==> src/rtl/imu_sample_scheduler.sv <==
// imu_sample_scheduler
//
// Paces IMU reads on the IMU I2C bus at a fixed sample rate. A free-running slot counter
// (active while enable=1) produces one tick every PERIOD = CLK_HZ/SAMPLE_HZ cycles. On each
// tick the scheduler either issues a one-cycle read request, or counts the slot as an overrun
// if the IMU interface or the scheduler itself is still busy. A completed read is latched into
// six stable snapshot registers and announced with a one-cycle DataValid pulse. A read that
// never completes is abandoned after TIMEOUT_CYC cycles of waiting and counted as a timeout.
//
// Ports:
//   CLOCK_50             in   system clock, rising edge
//   RESET_N              in   asynchronous active-low reset
//   enable               in   1 = generate sample slots, 0 = pacing stopped
//   rd_start             out  one-cycle pulse, start one IMU read sequence
//   rd_busy              in   IMU interface busy with a transaction
//   rd_done              in   one-cycle pulse, axis inputs valid this cycle
//   AccelX_in..GyroZ_in  in   raw axis words from the IMU interface
//   AccelX..GyroZ        out  snapshot of the last completed read
//   DataValid            out  one-cycle pulse, snapshot updated
//   sample_seq           out  completed reads, wraps 255->0
//   overrun_cnt          out  missed sample slots, saturates at 255
//   timeout_cnt          out  abandoned reads, saturates at 255
//   sched_busy           out  1 while the scheduler is not idle

module imu_sample_scheduler #(
    parameter int unsigned CLK_HZ      = 50_000_000,
    parameter int unsigned SAMPLE_HZ   = 100,
    parameter int unsigned TIMEOUT_CYC = 500_000,
    parameter int unsigned DW          = 10
) (
    input  logic          CLOCK_50,
    input  logic          RESET_N,
    input  logic          enable,
    output logic          rd_start,
    input  logic          rd_busy,
    input  logic          rd_done,
    input  logic [DW-1:0] AccelX_in,
    input  logic [DW-1:0] AccelY_in,
    input  logic [DW-1:0] AccelZ_in,
    input  logic [DW-1:0] GyroX_in,
    input  logic [DW-1:0] GyroY_in,
    input  logic [DW-1:0] GyroZ_in,
    output logic [DW-1:0] AccelX,
    output logic [DW-1:0] AccelY,
    output logic [DW-1:0] AccelZ,
    output logic [DW-1:0] GyroX,
    output logic [DW-1:0] GyroY,
    output logic [DW-1:0] GyroZ,
    output logic          DataValid,
    output logic [7:0]    sample_seq,
    output logic [7:0]    overrun_cnt,
    output logic [7:0]    timeout_cnt,
    output logic          sched_busy
);

    localparam int unsigned Period    = CLK_HZ / SAMPLE_HZ;
    localparam int unsigned SlotW     = (Period > 1) ? $clog2(Period) : 1;
    localparam int unsigned TimerW    = (TIMEOUT_CYC > 1) ? $clog2(TIMEOUT_CYC) : 1;
    localparam logic [SlotW-1:0]  SlotLast  = SlotW'(Period - 1);
    localparam logic [TimerW-1:0] TimerLast = TimerW'(TIMEOUT_CYC - 1);
    localparam int NumAxes = 6;

    typedef enum logic [1:0] {
        StIdle,
        StStart,
        StWait
    } state_e;

    state_e            state_q;
    logic [SlotW-1:0]  slot_q;
    logic [TimerW-1:0] timer_q;
    logic              tick;
    logic              overrun_evt;
    logic              rd_start_q;
    logic              data_valid_q;
    logic              sched_busy_q;
    logic [7:0]        sample_seq_q;
    logic [7:0]        overrun_q;
    logic [7:0]        timeout_q;
    logic [DW-1:0]     axis_in [NumAxes];
    logic [DW-1:0]     axis_q  [NumAxes];

    function automatic logic [7:0] sat_inc(input logic [7:0] v);
        return (v == 8'hFF) ? v : v + 8'd1;
    endfunction

    assign axis_in[0] = AccelX_in;
    assign axis_in[1] = AccelY_in;
    assign axis_in[2] = AccelZ_in;
    assign axis_in[3] = GyroX_in;
    assign axis_in[4] = GyroY_in;
    assign axis_in[5] = GyroZ_in;

    // ------------------------------------------------------------------
    // Slot counter: 0..Period-1 while enabled, held at 0 otherwise.
    // ------------------------------------------------------------------
    assign tick = enable && (slot_q == SlotLast);

    always_ff @(posedge CLOCK_50 or negedge RESET_N) begin
        if (!RESET_N) begin
            slot_q <= '0;
        end else if (!enable || tick) begin
            slot_q <= '0;
        end else begin
            slot_q <= slot_q + 1'b1;
        end
    end

    // A slot is missed whenever it cannot start a read: either a read of ours is still in
    // flight, or the IMU interface is busy with something else. Nothing is queued.
    assign overrun_evt = tick && ((state_q != StIdle) || rd_busy);

    // ------------------------------------------------------------------
    // Read sequencer with registered outputs.
    // ------------------------------------------------------------------
    always_ff @(posedge CLOCK_50 or negedge RESET_N) begin
        if (!RESET_N) begin
            state_q      <= StIdle;
            timer_q      <= '0;
            rd_start_q   <= 1'b0;
            data_valid_q <= 1'b0;
            sched_busy_q <= 1'b0;
            sample_seq_q <= '0;
            overrun_q    <= '0;
            timeout_q    <= '0;
            for (int i = 0; i < NumAxes; i++) begin
                axis_q[i] <= '0;
            end
        end else begin
            rd_start_q   <= 1'b0;
            data_valid_q <= 1'b0;

            if (overrun_evt) begin
                overrun_q <= sat_inc(overrun_q);
            end

            unique case (state_q)
                StIdle: begin
                    if (tick && !rd_busy) begin
                        state_q      <= StStart;
                        rd_start_q   <= 1'b1;
                        sched_busy_q <= 1'b1;
                    end
                end

                StStart: begin
                    timer_q <= '0;
                    state_q <= StWait;
                end

                StWait: begin
                    // Completion takes priority over a timeout landing on the same cycle.
                    if (rd_done) begin
                        for (int i = 0; i < NumAxes; i++) begin
                            axis_q[i] <= axis_in[i];
                        end
                        data_valid_q <= 1'b1;
                        sample_seq_q <= sample_seq_q + 8'd1;
                        state_q      <= StIdle;
                        sched_busy_q <= 1'b0;
                    end else if (timer_q == TimerLast) begin
                        timeout_q    <= sat_inc(timeout_q);
                        state_q      <= StIdle;
                        sched_busy_q <= 1'b0;
                    end else begin
                        timer_q <= timer_q + 1'b1;
                    end
                end

                default: begin
                    state_q      <= StIdle;
                    sched_busy_q <= 1'b0;
                end
            endcase
        end
    end

    assign rd_start    = rd_start_q;
    assign DataValid   = data_valid_q;
    assign sched_busy  = sched_busy_q;
    assign sample_seq  = sample_seq_q;
    assign overrun_cnt = overrun_q;
    assign timeout_cnt = timeout_q;
    assign AccelX      = axis_q[0];
    assign AccelY      = axis_q[1];
    assign AccelZ      = axis_q[2];
    assign GyroX       = axis_q[3];
    assign GyroY       = axis_q[4];
    assign GyroZ       = axis_q[5];

endmodule
==> config.mk <==
export PLATFORM = sky130hd
export DESIGN_NAME = imu_sample_scheduler
export DESIGN_NICKNAME = d
export VERILOG_FILES = /design/src/rtl/imu_sample_scheduler.sv
export SDC_FILE = /design/constraint.sdc
export NUM_CORES = 1
export LEC_CHECK = 0
export BUFFER_PORTS_ARGS = -buffer_cell sky130_fd_sc_hd__buf_2
export CAP_MARGIN = 20
export CELL_PAD_IN_SITES_DETAIL_PLACEMENT = 1
export CELL_PAD_IN_SITES_GLOBAL_PLACEMENT = 1
export CORE_MARGIN = 1.5
export CORE_UTILIZATION = 39
export CTS_CLUSTER_DIAMETER = 200
export DETAILED_ROUTE_END_ITERATION = 7
export PLACE_DENSITY_LB_ADDON = 0.1
export SETUP_SLACK_MARGIN = 0.02
export SLEW_MARGIN = 20
export SYNTH_ARGS = -nofsm -noshare
export SYNTH_HDL_FRONTEND = slang
export SYNTH_SLANG_ARGS = --single-unit
==> constraint.sdc <==
create_clock -name CLOCK_50 -period 2 [get_ports CLOCK_50]
set_input_delay 0.2 -clock CLOCK_50 [delete_from_list [all_inputs] [get_ports CLOCK_50]]
set_output_delay 0.2 -clock CLOCK_50 [all_outputs]
set_load 0.05 [all_outputs]
==> metrics.yaml <==
outcome:
  outcome: "finished, final reports clean"
floorplan:
  die_h_um: 122
  die_area_mm2: 0.0148
  die_x_um: 122
  pin_count: 152
  row_count: 43
  design.core.area_mm2: 0.0138
  start_util_pct: 39.8
detailed_routing:
  first_pass_iters: 4
  drc_errors: 0
  drt-total-wl_mm: 15.9
  first_iter_violations: 248
  vias: 4908
  via_per_inst: 4.96
  ant_nets: 0
  wl_per_cell_um: 16.1
critical_path:
  crit_arrival_ps: 2190
  r2r_start: "slot_q[11]"
  regToRegSetupSlack_ps: 100
  critPathRequiredTime_ps: 2290
  ff2ff_path_depth: 5
  cp-end-kind: "flip-flop"
  rr_endpoint: "overrun_cnt[1]"
  critPathLaunchType: "flip-flop"
  path_max_fanout: 8
  path_class: "flip-flop to flip-flop"
sta:
  fin_skew_ps: 8.46
  fin_crit_sh_pct: 95.1
  setup_viol: 0
  period_needed_ps: 1900
  maxSlewViolCount: 0
  max-slew-margin-rel_pct: 68.4
  rsz0062_at_grt: "no"
  final-hold-violation-count: 0
  worst_slew_pin_slew_ps: 470
  clock.fmax_mhz: 526
  setup_tns_ps: 0
clocking:
  cts.sinks: 127
  h-tree-depth: 4
  cts_buffers: 17
  cts_root_buf: "clkbuf_16"
  cts_tree: "done"
  clock_path_buffers: 2
  clk_pin_slew_ps: 60
  clk-insertion-delay-late_ps: 410
global_route:
  grt_pass1_wl_mm: 26.3
  antenna_found_initial: 0
  grt_use_total_pct: 22.8
  grt_max_degree: 78
  grt_overflow_total: 0
  grt_pass1_vias: 5395
logic_synthesis:
  ys_warn_count: 0
  avgSynthCellArea_um2: 9.79
  synth-xor-area-share_pct: 7.64
  synth_compound_area_share_pct: 2.77
  synth_nets: 632
  yosys.area.top_type_share_pct: 57.7
  synthMuxAreaShare_pct: 0.409
  synth_top_family_by_area: "simple AND/OR/NAND/NOR gates"
  async_flop_share_pct: 100
  synth_edf_count: 0
  synth-seq-cells: 127
  ys.flop_type: "dfrtp_1"
  synth_area_leaders: "dfrtp_1, nand2_1, xor2_1"
  synth_area_leader_cell: "dfrtp_1"
  post_synth_fa_ha_maj_area_fraction_pct: 1.14
  ys_types: 43
  yosys.area_share.simple_pct: 28.9
  synth_area_mm2: 0.00550
  synth_cells: 562
  ys_seq_area_share_pct: 57.7
finish:
  utilization_pct: 56.5
  final_common_cell: "nand2_1"
  antenna_cells: 0
  mostFrequentLayoutCells: "nand2_1, buf_2, dfrtp_1"
  drive_above_1_share_pct: 26.7
  layout.nets: 866
  area_growth_pct: 42.0
place:
  place_hpwl_mm: 10.2
  port_buffers: 151
  place.gp.congestion: 0.783
power:
  power_density_mw_per_mm2: 747
  leakagePower_nw: 4.31
  ir_worst_vdd_mv: 0.731
worst_hold_path:
  min_path_cells: 3
  hp-start: "GyroX_in[9]"
  whs_endpoint: "GyroX[9]"
  hold_path_class: "primary input to flip-flop"
run:
  cap_violations: 0
## cell usage after synthesis (all sizes together) (5+ instances only)
library cell and count:
clkbuf 15, xnor2 17, nand3 28, nor2 39
ha 5, nand4 12, nor4b 8, dfrtp 127
o21ai 9, nor3 5, nand2 210, and3 15
xor2 31
## report_power, final
group / switching [mW] / leakage (nW) / internal [mW]
clock: 1.12 / 0.273 / 1.90
sequential: 0.00528 / 1.77 / 2.58
combinational: 0.106 / 2.27 / 0.140
total: 1.23 / 4.31 / 4.61
## flip-flops by register name, indices dropped and copies added (netlist names), 10 cells and up
register  cells
slot_q       19
timer_q      19
AccelX       10
AccelY       10
AccelZ       10
GyroX        10
GyroY        10
GyroZ        10
## logic make-up after synthesis
family,count (synthesis)
AND/OR/NAND/NOR,338
flip-flops,127
XOR/XNOR,48
AO/OA/AOI/OAI,22
buffers and inverters,20
adder cells (fa/ha/maj),5
multiplexers,2
## stage by stage
| stage | cell area [um2] | std cells | total power, mW | hold WS, ps | setup slack (ps) |
|---|---|---|---|---|---|
| finish | 7820 | 989 | 5.84 | 38.1 | 97.4 |
| global route | 7820 | 989 | 6.05 | 27.3 | 17.6 |
| CTS | 7790 | 986 | 5.92 | 5.57 | 76.9 |
| detailed placement | 6610 | 894 | 2.78 | 222 | 89.6 |
| global placement | 6610 | 894 | 2.77 | 218 | 129 |
| floorplan | 5510 | 562 | 2.64 | -95.6 | 44.0 |
## final cells by class
type,count,area (um2)
multi-input combinational,415,2260
fill,1583,6010
clock inverter,9,110
clock buffer,23,468
inverter,4,15.0
timing repair buffer,231,1560
tap,180,225
sequential,127,3180
## how the worst max path moves through the flow
| stage | from | to | slack, ps | depth (start not counted) |
|---|---|---|---|---|
| CTS | timer_q[11] | timeout_cnt[1] | 80 | 4 |
| finish | slot_q[11] | overrun_cnt[1] | 100 | 5 |
| floorplan | timeout_cnt[1] | timeout_cnt[1] | 40 | 4 |
| global route | timer_q[11] | timeout_cnt[1] | 20 | 4 |
| global placement | timer_q[11] | timeout_cnt[1] | 130 | 4 |
| detailed placement | timer_q[11] | timeout_cnt[1] | 90 | 4 |
## critical path, cell delays in order, from the launching register on
cell and delay (ps):
dfrtp_1 450, nor4b_2 360, and3_1 270, nand3_4 160, nor2b_2 190, mux2_2 350
## repair_timing
item	in CTS	in global routing
endpoints found under the hold margin	186	0
endpoints found under the setup margin	0	4
setup buffers	0	3
hold buffers	60	0
gates resized for setup	0	1
## metal layers
layer	wire, um	GRT usage (%)	vias up
li1	-	-	2311
met1	6340	26.4	2435
met2	8380	39.8	123
met3	700	5.52	39
met4	470	10.4	0
met5	0	0	-
Note: power is estimated with default switching activity, not from simulation.
